==> src/rtl/rs232_tx_arbiter.sv <==
// rs232_tx_arbiter
//   Two-requester round-robin front end for an 8N1/8N2 RS232 transmitter.
//   A granted byte is latched and then serialised LSB first as
//   start bit, 8 data bits and STOP_BITS stop bits, one bit per baud_en strobe.
//
// Parameters
//   STOP_BITS  : stop bits per frame (1 or 2)
// Ports
//   clk        : system clock, rising edge
//   rst        : synchronous active-high reset
//   baud_en    : one-cycle bit-rate strobe
//   req0/data0 : requester 0 level request and byte, held until ack0
//   ack0       : one-cycle pulse, byte 0 accepted
//   req1/data1 : requester 1 level request and byte, held until ack1
//   ack1       : one-cycle pulse, byte 1 accepted
//   tx         : registered serial line, idle high
//   busy       : high while a frame is in progress
//   active_id  : owner of the current frame, valid while busy
//   frame_done : one-cycle pulse at frame completion
module rs232_tx_arbiter #(
    parameter int unsigned STOP_BITS = 1
) (
    input  logic       clk,
    input  logic       rst,
    input  logic       baud_en,
    input  logic       req0,
    input  logic [7:0] data0,
    output logic       ack0,
    input  logic       req1,
    input  logic [7:0] data1,
    output logic       ack1,
    output logic       tx,
    output logic       busy,
    output logic       active_id,
    output logic       frame_done
);

    typedef enum logic [2:0] {
        StIdle,
        StArm,
        StStart,
        StData,
        StStop
    } state_e;

    localparam logic StopLast = 1'(STOP_BITS - 1);

    state_e     state_q, state_d;
    logic [7:0] shreg_q, shreg_d;
    logic [2:0] bit_cnt_q, bit_cnt_d;
    logic       stop_cnt_q, stop_cnt_d;
    logic       tx_q, tx_d;
    logic       ack0_q, ack0_d;
    logic       ack1_q, ack1_d;
    logic       active_id_q, active_id_d;
    logic       frame_done_q, frame_done_d;
    logic       last_grant_q, last_grant_d;
    logic       grant_id;

    // A lone requester wins; on a tie the one not granted last wins.
    assign grant_id = (req0 && req1) ? ~last_grant_q : req1;

    always_comb begin
        state_d      = state_q;
        shreg_d      = shreg_q;
        bit_cnt_d    = bit_cnt_q;
        stop_cnt_d   = stop_cnt_q;
        tx_d         = tx_q;
        ack0_d       = 1'b0;
        ack1_d       = 1'b0;
        active_id_d  = active_id_q;
        frame_done_d = 1'b0;
        last_grant_d = last_grant_q;

        case (state_q)
            // baud_en is deliberately ignored here so a strobe coinciding
            // with the grant cannot start the frame.
            StIdle: begin
                tx_d = 1'b1;
                if (req0 || req1) begin
                    active_id_d  = grant_id;
                    last_grant_d = grant_id;
                    shreg_d      = grant_id ? data1 : data0;
                    ack0_d       = ~grant_id;
                    ack1_d       = grant_id;
                    state_d      = StArm;
                end
            end
            StArm: begin
                if (baud_en) begin
                    tx_d    = 1'b0;
                    state_d = StStart;
                end
            end
            StStart: begin
                if (baud_en) begin
                    tx_d      = shreg_q[0];
                    shreg_d   = {1'b0, shreg_q[7:1]};
                    bit_cnt_d = 3'd0;
                    state_d   = StData;
                end
            end
            StData: begin
                if (baud_en) begin
                    if (bit_cnt_q == 3'd7) begin
                        tx_d       = 1'b1;
                        stop_cnt_d = 1'b0;
                        state_d    = StStop;
                    end else begin
                        bit_cnt_d = bit_cnt_q + 3'd1;
                        tx_d      = shreg_q[0];
                        shreg_d   = {1'b0, shreg_q[7:1]};
                    end
                end
            end
            StStop: begin
                if (baud_en) begin
                    if (stop_cnt_q == StopLast) begin
                        frame_done_d = 1'b1;
                        state_d      = StIdle;
                    end else begin
                        stop_cnt_d = 1'b1;
                    end
                end
            end
            default: state_d = StIdle;
        endcase
    end

    always_ff @(posedge clk) begin
        if (rst) begin
            state_q      <= StIdle;
            shreg_q      <= 8'h00;
            bit_cnt_q    <= 3'd0;
            stop_cnt_q   <= 1'b0;
            tx_q         <= 1'b1;
            ack0_q       <= 1'b0;
            ack1_q       <= 1'b0;
            active_id_q  <= 1'b0;
            frame_done_q <= 1'b0;
            last_grant_q <= 1'b1;
        end else begin
            state_q      <= state_d;
            shreg_q      <= shreg_d;
            bit_cnt_q    <= bit_cnt_d;
            stop_cnt_q   <= stop_cnt_d;
            tx_q         <= tx_d;
            ack0_q       <= ack0_d;
            ack1_q       <= ack1_d;
            active_id_q  <= active_id_d;
            frame_done_q <= frame_done_d;
            last_grant_q <= last_grant_d;
        end
    end

    assign ack0       = ack0_q;
    assign ack1       = ack1_q;
    assign tx         = tx_q;
    assign busy       = (state_q != StIdle);
    assign active_id  = active_id_q;
    assign frame_done = frame_done_q;

endmodule

==> config.mk <==
export PLATFORM = sky130hd
export DESIGN_NAME = rs232_tx_arbiter
export DESIGN_NICKNAME = d
export VERILOG_FILES = /design/src/rtl/rs232_tx_arbiter.sv
export SDC_FILE = /design/constraint.sdc
export NUM_CORES = 1
export LEC_CHECK = 0
export ABC_CLOCK_PERIOD_IN_PS = 2200
export CORE_ASPECT_RATIO = 1.4
export CORE_MARGIN = 5
export CORE_UTILIZATION = 45
export CTS_CLUSTER_SIZE = 24
export DETAILED_ROUTE_END_ITERATION = 10
export PLACE_DENSITY = 0.74
export SLEW_MARGIN = 20
export SYNTH_ARGS = -nofsm -noshare
export SYNTH_HDL_FRONTEND = slang
export SYNTH_SLANG_ARGS = --single-unit
==> constraint.sdc <==
create_clock -name clk -period 2.2 [get_ports clk]
set_input_delay 0.22 -clock clk [delete_from_list [all_inputs] [get_ports clk]]
set_output_delay 0.22 -clock clk [all_outputs]
set_load 0.01 [all_outputs]
# --- After elaboration in Yosys (flattened, before gate mapping) ---
# Index checks and enable logic that the tools add are counted.
word_totals:
  ff_bits: 21
  elab_cells: 76
classes:
  addsub: 1
  n_eq_ne: 13
  n_mux: 30
  bitwise: 6
  reduce_logical: 16
op_table:
  columns: ["operator", "n"]
  rows:
  - ["$mux W8", 5]
  - ["$mux W3", 10]
  - ["$pmux W8 S3", 1]
  - ["$ne A2 B2 Y1 const B", 8]
  - ["$pmux W3 S5", 1]
  - ["$reduce_and A4 Y1", 3]
  - ["$mux W1", 10]
  - ["$reduce_and A7 Y1", 1]
  - ["$eq A3 B2 Y1 const B", 2]
  - ["$eq A3 B3 Y1 const B", 2]
  - ["$not A1 Y1", 6]
  - ["$pmux W3 S2", 1]
  - ["$reduce_bool A3 Y1", 2]
  - ["$reduce_or A3 Y1", 2]
  - ["$reduce_and A5 Y1", 1]
  - ["$pmux W1 S4", 1]
  - ["$reduce_bool A2 Y1", 2]
  - ["$reduce_bool A4 Y1", 1]
  - ["$add A3 B1 Y3 const B", 1]
  - ["$eq A3 B1 Y1 const B", 1]
  - ["$logic_not A3 Y1", 1]
  - ["$pmux W1 S2", 1]
  - ["$reduce_and A2 Y1", 1]
  - ["$logic_and A1 B1 Y1", 1]
  - ["$logic_or A1 B1 Y1", 1]

# --- Logic depth before layout (Yosys ltp) ---
# Gate-level depths: netlist of run 1.
depth:
  depth_word: 5
  depth_mapped: 6

# --- Least setup slack after synthesis of run 1 ---
# Ideal clock, no wire load.
synth_path:
  kind: "reg-to-reg"
  start: "register bit_cnt_q[0]"
  end: "register shreg_q[2]"
  arrival_time_ps: 1474
  required_ps: 2131
  slack_ps: 658
  stages_incl_launch_ff: 7
  path_buffers: 0
  period_less_slack_ps: 1542
  path_cell_list: "dfxtp_1 > ha_1 > ha_1 > and4bb_2 > a311oi_4 > nand2_1 > o21ai_1"
synth_between:
  elab_chain_cells: 3
synth_lines:
  columns: ["element", "line_no", "text"]
  rows:
  - ["start, declared", "50", "logic [2:0] bit_cnt_q, bit_cnt_d;"]
  - ["start signal, assigned", "145", "bit_cnt_q <= bit_cnt_d;"]
  - ["$eq A3 B3 Y1", "105", "if (bit_cnt_q == 3'd7) begin"]
  - ["$ne A2 B2 Y1 (no source line)", null, null]
  - ["$reduce_and A5 Y1 (no source line)", null, null]
  - ["end signal, assigned", "144", "shreg_q <= shreg_d;"]
  - ["end, declared", "49", "logic [7:0] shreg_q, shreg_d;"]
# Every way passes these cells.
# A chain may end at the register's enable or synchronous reset.

# --- Final worst setup path of run 1 ---
layout_path:
  start: "register state_q[1]"
  end: "output busy"
layout_between:
  elab_chain_cells: 1
layout_lines:
  columns: ["element", "line_no", "text"]
  rows:
  - ["start, declared", "48", "state_e state_q, state_d;"]
  - ["start signal, assigned", "132", "state_q <= StIdle;"]
  - ["start signal, assigned", "143", "state_q <= state_d;"]
  - ["$reduce_bool A3 Y1", "159", "assign busy = (state_q != StIdle);"]
  - ["end, declared", "33", "output logic busy,"]
# Every way passes these cells.

==> metrics.txt, run 1 <==
cell count after synthesis 119; Max H-tree Level 1; r2r startpoint bit_cnt_q[0]; number of buffers created by CTS 3; worst min path class flop to flop; Critical Path, Cell by Cell nor3_4 > inv_1 > clkdlybuf4s50_1; number of buffers inserted by post-CTS setup repair 0; clk_lat worst skew 0.30 ns; Clock Sink Count 20; initial DRC count 16; pin count of the biggest net entering global routing 14; final hold vios 0; Worst Setup SP state_q[1]; share of layout cells above drive strength 1 13.3%; RD Place Congestion 0.749; GRT overflow 0; number of synthesized flops with an enable pin 0; final setup TNS 0 ns; n_diodes 0; top cell type by total area after synthesis dfxtp_1; status complete, no violations; Post-DP Area 1360 µm²; vias per inst 5.57; Worst Setup Slack post-DPL 0.184 ns; fin crit share 87.1%; Worst-Margin Slew 0.543 ns; global-route wire length before repair 3950 µm; critical-path cell with the highest stage delay dfxtp_1; I/O Buffers 26; CP required 1.98 ns; Slew HR 63.6%; top cells by count, synth 20 x dfxtp_1, 12 x nand2_1, 11 x o21ai_0; Mapped Area 1100 µm²; Root Driver clkbuf_4; Site Rows 21; Initial Util 46.6%; crit-path max cell delay 0.65 ns; Final Slew Violations 0; WP data arrival 1.70 ns; Die Span Y 68.5 µm; Seq/Total Area, Yosys 36.4%; Final min period 1.92 ns; # nets final 168; Synth Warn # 0; worst setup path class flop to output port; crit end category output port; drt pass-1 iters 4; Achievable Freq 522 MHz; worst hold start shreg_q[2]; Syn Area/Cell 9.25 µm²; post-CTS resize count 0; WHS 0.466 ns; drt wl/cell 13.8 µm; Async SR Flop Fraction 0%; clk slew on worst S/H paths 0.12 ns; hold_buf cts 0; pwr dens 641 nW/µm²; RSZ-0062 raised after global routing false; Crit path max-delay family flip-flops; CP startpoint kind flop; initial antenna violation count 0; top-count cell post-synth dfxtp_1; Syn Nets 143; #FFs+latches synth 20; Die X 51.8 µm; area share of the largest cell type after synthesis 36.4%; Pleak 0.000565 µW; CP max FO 13; vias in the first global route 954; Setup WS post-layout 0.285 ns; # setup viols final 0; Top FF cell, synth dfxtp_1; gr usage total 14.6%; via count 925; clk_skew 0.00526 ns; Area contributors post-synth dfxtp_1 36%, mux2i_1 7.3%, mux2_2 7.2%, o21ai_0 5.0%, nand2_1 4.1%; synthesis-to-finish area growth 28.1%; synth unique cells 38; Max Cap Violations 0; post-DP HPWL 1780 µm; Routed Antenna Nets 0; Die Area 3550 µm²; DRC violations left 0; # IOs 27; CTS tree yes; Post-Route WL 2290 µm; Max VDD drop 0.564 mV; Pwr Total 905 µW; Placeable Area 2360 µm²; clock tree buffer depth 2; worst path bufs/invs 2; design area 1410 µm²
## report_power, final
group | internal (µW) | switching [µW]
registers | 391 | 24.5
clock network | 184 | 112
logic | 109 | 83.1
total | 685 | 220
## worst reg2reg max path, delay by kind of cell (launching register included)
| family | cells | cell delay [ns] |
|---|---|---|
| AO/OA/AOI/OAI | 2 | 0.50 |
| adder cells (fa/ha/maj) | 2 | 0.43 |
| flip-flops | 1 | 0.39 |
| AND/OR/NAND/NOR | 2 | 0.40 |
## kinds of logic after synthesis
family / count (synthesis) / share of synthesized area [%]
simple gates: 44 / 23.3
flops: 20 / 36.4
mux: 15 / 14.4
buf+inv: 10 / 4.66
compound gates: 27 / 17.8
fa+ha+maj: 3 / 3.41
## state kept, by name, indices dropped and copies added, names as in the netlist
signal / flops
ack0: 1
ack1: 1
active_id: 1
bit_cnt_q: 3
frame_done: 1
last_grant_q: 1
shreg_q: 8
state_q: 3
tx: 1
## per-layer routing
metal  vias up  wire [µm]  track usage [%]
met5         -          0                0
met4         0         35             6.89
met3         4        118             3.01
met2        19       1170             27.2
met1       424        962             15.5
li1        478          -                -
## worst paths after layout
path,slack [ns],endpoint,depth (start not counted)
max,0.28,busy,3
min,0.47,shreg_q[2],2
max reg2reg,0.43,shreg_q[3],6
min reg2reg,0.47,shreg_q[2],2
## stage by stage
stage | util (%) | cells
after floorplan | - | 119
after global placement | 57.4 | 162
after detailed placement | 57.4 | 162
after CTS | 59.6 | 166
after global routing | 59.6 | 166
final | 59.6 | 166
## cell type report
class | count | area (µm²)
Fill cell | 210 | 955
Multi-Input combinational cell | 89 | 649
Sequential cell | 20 | 400
Timing Repair Buffer | 27 | 268
Clock inverter | 1 | 30.0
Tap cell | 23 | 28.8
Clock buffer | 3 | 22.5
Inverter | 3 | 11.3
## layout by cell type (no fill, tap or decap), types with 2 or more instances in the layout
| cell | n |
|---|---|
| inv_1 | 3 |
| a22oi_1 | 4 |
| a21oi_1 | 4 |
| mux2_2 | 7 |
| nand2_1 | 12 |
| clkbuf_4 | 3 |
| nor2b_1 | 2 |
| nand2b_1 | 5 |
| nor3_1 | 3 |
| mux2i_1 | 8 |
| ha_1 | 3 |
| dfxtp_1 | 20 |
| clkdlybuf4s50_1 | 26 |
| o21ai_0 | 11 |
| nor2_1 | 9 |
No activity file was read; power rests on OpenSTA's default activity.
==> run 2, diff against run 1 <==
--- a/config.mk
+++ b/config.mk
@@ -5,13 +5,14 @@
 export SDC_FILE = /design/constraint.sdc
 export NUM_CORES = 1
 export LEC_CHECK = 0
+export ABC_AREA = 1
 export ABC_CLOCK_PERIOD_IN_PS = 2200
 export CORE_ASPECT_RATIO = 1.4
 export CORE_MARGIN = 5
 export CORE_UTILIZATION = 45
 export CTS_CLUSTER_SIZE = 24
 export DETAILED_ROUTE_END_ITERATION = 10
-export PLACE_DENSITY = 0.74
+export PLACE_DENSITY = 0.73
 export SLEW_MARGIN = 20
 export SYNTH_ARGS = -nofsm -noshare
 export SYNTH_HDL_FRONTEND = slang
==> constraint.sdc (replaced) <==
create_clock -name clk -period 2.2 [get_ports clk]
set_input_delay 0.44 -clock clk [delete_from_list [all_inputs] [get_ports clk]]
set_output_delay 0.44 -clock clk [all_outputs]
set_load 0.01 [all_outputs]
==> run 2 against run 1 <==
Against the previous run:
- cell count grew 58%
- register-to-register slack gained 0.21 ns
- combinational power grew to 4.5 times the previous value
- setup slack lost 0.089 ns
- critical path type unchanged
- highest routed layer unchanged
==> metrics.txt, run 2 <==
status complete, no violations; Crit path max-delay family buffers and inverters; fin util 59.3%; post-CTS resize count 0; worst path bufs/invs 1; Initial Util 46.1%; Worst-Margin Slew 0.410 ns; Final min period 2.00 ns; worst setup path class flop to output port; share of layout cells above drive strength 1 6.64%; RD Place Congestion 0.770; critical-path cell with the highest stage delay clkdlybuf4s50_1; largest family of logic cells by synthesized area simple AND/OR/NAND/NOR gates; crit-path max cell delay 0.55 ns; final hold vios 0; Mapped Area 1180 µm²; Site Rows 22; post-DP HPWL 1970 µm; gr usage total 15.1%; CP Depth 3; adder-cell share of the synthesized area 3.18%; CP max FO 5; Post-Synth XOR/XNOR Area 0%; most flop-heavy register shreg_q; Placeable Area 2560 µm²; synthesis-to-finish area growth 28.7%; area share of the largest cell type after synthesis 33.9%; CP startpoint kind flop; worst min path class flop to flop; drt pass-1 iters 4; compound-gate portion of the synthesized area 4.67%; hold_buf cts 0; vias per inst 4.50; cell count after synthesis 197; final setup TNS 0 ns; multiplexer share of the synthesized area 0%; commonest non-fill, non-tap cells in the layout 74 x nand2_1, 33 x inv_1, 26 x clkdlybuf4s50_1, 24 x nor2_1, 20 x dfxtp_1; Achievable Freq 499 MHz; via count 1180; #FFs+latches synth 20; Syn Nets 221; Routed Antenna Nets 0; initial DRC count 26; pin count of the biggest net entering global routing 16; initial antenna violation count 0; Area contributors post-synth dfxtp_1 34%, nand2_1 24%, inv_1 10%, nor2_1 7.6%, nand3_1 5.1%; Syn Area/Cell 5.99 µm²; synth unique cells 20; Worst Reg-to-Reg Cells 8; Die X 53.3 µm; GRT overflow 0; Root Driver clkbuf_4; Max VDD drop 0.471 mV; clock tree buffer depth 2; number of synthesized flops with an enable pin 0; CP required 1.76 ns; pwr dens 1070 nW/µm²; n_diodes 0; global-route wire length before repair 4390 µm; number of buffers created by CTS 3; clk_lat worst skew 0.30 ns; post-synthesis simple-gate area fraction 44.6%; Largest register FFs 8; top flop regs shreg_q x8, bit_cnt_q x3, state_q x3; # setup viols final 0; leading cell type in the layout, fill and taps excluded nand2_1; Async SR Flop Fraction 0%; Hold Path Stages 2; RSZ-0062 raised after global routing false; Pleak 0.000794 µW; Max Cap Violations 0; Seq/Total Area, Yosys 33.9%; Max H-tree Level 1; crit end category output port; # IOs 27; top cell type by total area after synthesis dfxtp_1; top cells by count, synth 74 x nand2_1, 33 x inv_1, 24 x nor2_1; drt wl/cell 9.28 µm; I/O Buffers 26; Clock Sink Count 20; Final Slew Violations 0; clk_skew 0.000381 ns; number of buffers inserted by post-CTS setup repair 0; fin crit share 91.1%; CTS tree yes; # nets final 251; Top FF cell, synth dfxtp_1; Die Area 3760 µm²; Synth Warn # 0; Die Span Y 70.6 µm; vias in the first global route 1109; Post-Route WL 2430 µm; top-count cell post-synth nand2_1; DRC violations left 0; WP data arrival 1.56 ns; Slew HR 72.6%; Critical Path, Cell by Cell nor2_2 > nand2_1 > clkdlybuf4s50_1; clk slew on worst S/H paths 0.11 ns
==> run 2: changes by cell type in the layout (fill, tap and decap cells not counted), sizes merged, moves of 5 or more <==
cell / change
nand3: +13
nand2: +65
o21ai: -10
inv: +32
mux2: -7
mux2i: -8
nand2b: -5
nor2: +17
==> run 2: worst paths after layout <==
check,from,endpoint,slack [ns]
worst max register to register,state_q[2],shreg_q[3],0.64
worst max-delay path,state_q[2],busy,0.20
worst min register to register,active_id,active_id,0.47
worst min-delay path,active_id,active_id,0.47
==> run 2: worst register-to-register path, stage by stage (launching register included) <==
cell	delay [ns]
dfxtp_1	0.39
nor2_2	0.23
nand2_1	0.10
nand2_1	0.24
nand2_1	0.15
nand3_4	0.17
nand2_1	0.08
nand2_1	0.06
nor2_1	0.04
==> run 2: final cells by class <==
| class | instances | area (µm²) |
|---|---|---|
| Clock buffer | 4 | 36.3 |
| Fill cell | 264 | 1040 |
| Inverter | 36 | 135 |
| Multi-Input combinational cell | 137 | 619 |
| Sequential cell | 20 | 400 |
| Tap cell | 36 | 45.0 |
| Timing Repair Buffer | 29 | 283 |
==> run 2: logic make-up (layout without fill, tap and decap cells) <==
logic type	after synthesis	in the layout
compound gates	11	11
fa+ha+maj	3	3
buf+inv	40	69
flops	20	20
simple gates	123	123
==> run 2: routing by layer <==
metal | global-route usage (%) | part of all wire, % | vias to the layer above | wire (µm)
met1 | 16.8 | 42 | 514 | 1030
met4 | 7.39 | 1.9 | 0 | 46
met3 | 2.32 | 2.7 | 5 | 65
li1 | - | - | 646 | -
met5 | 0 | 0 | - | 0
met2 | 26.6 | 53 | 15 | 1290
==> run 2: power breakdown <==
group          switching, µW  internal, µW  leakage [µW]
Clock                    113           101     0.0000210
Sequential              75.0           474      0.000165
Combinational            525           345      0.000608
==> run 2: per-stage QoR <==
stage / hold WS [ns] / instances / cell area, µm² / total power [µW] / setup slack, ns
finish: 0.475 / 262 / 1520 / 1630 / 0.196
detailed placement: 0.453 / 258 / 1480 / 1440 / 0.427
global placement: 0.455 / 258 / 1480 / 1440 / 0.449
global route: 0.499 / 262 / 1520 / 1830 / 0.123
CTS: 0.478 / 262 / 1520 / 1650 / 0.180
floorplan: 0.429 / 197 / 1180 / 1220 / 0.848
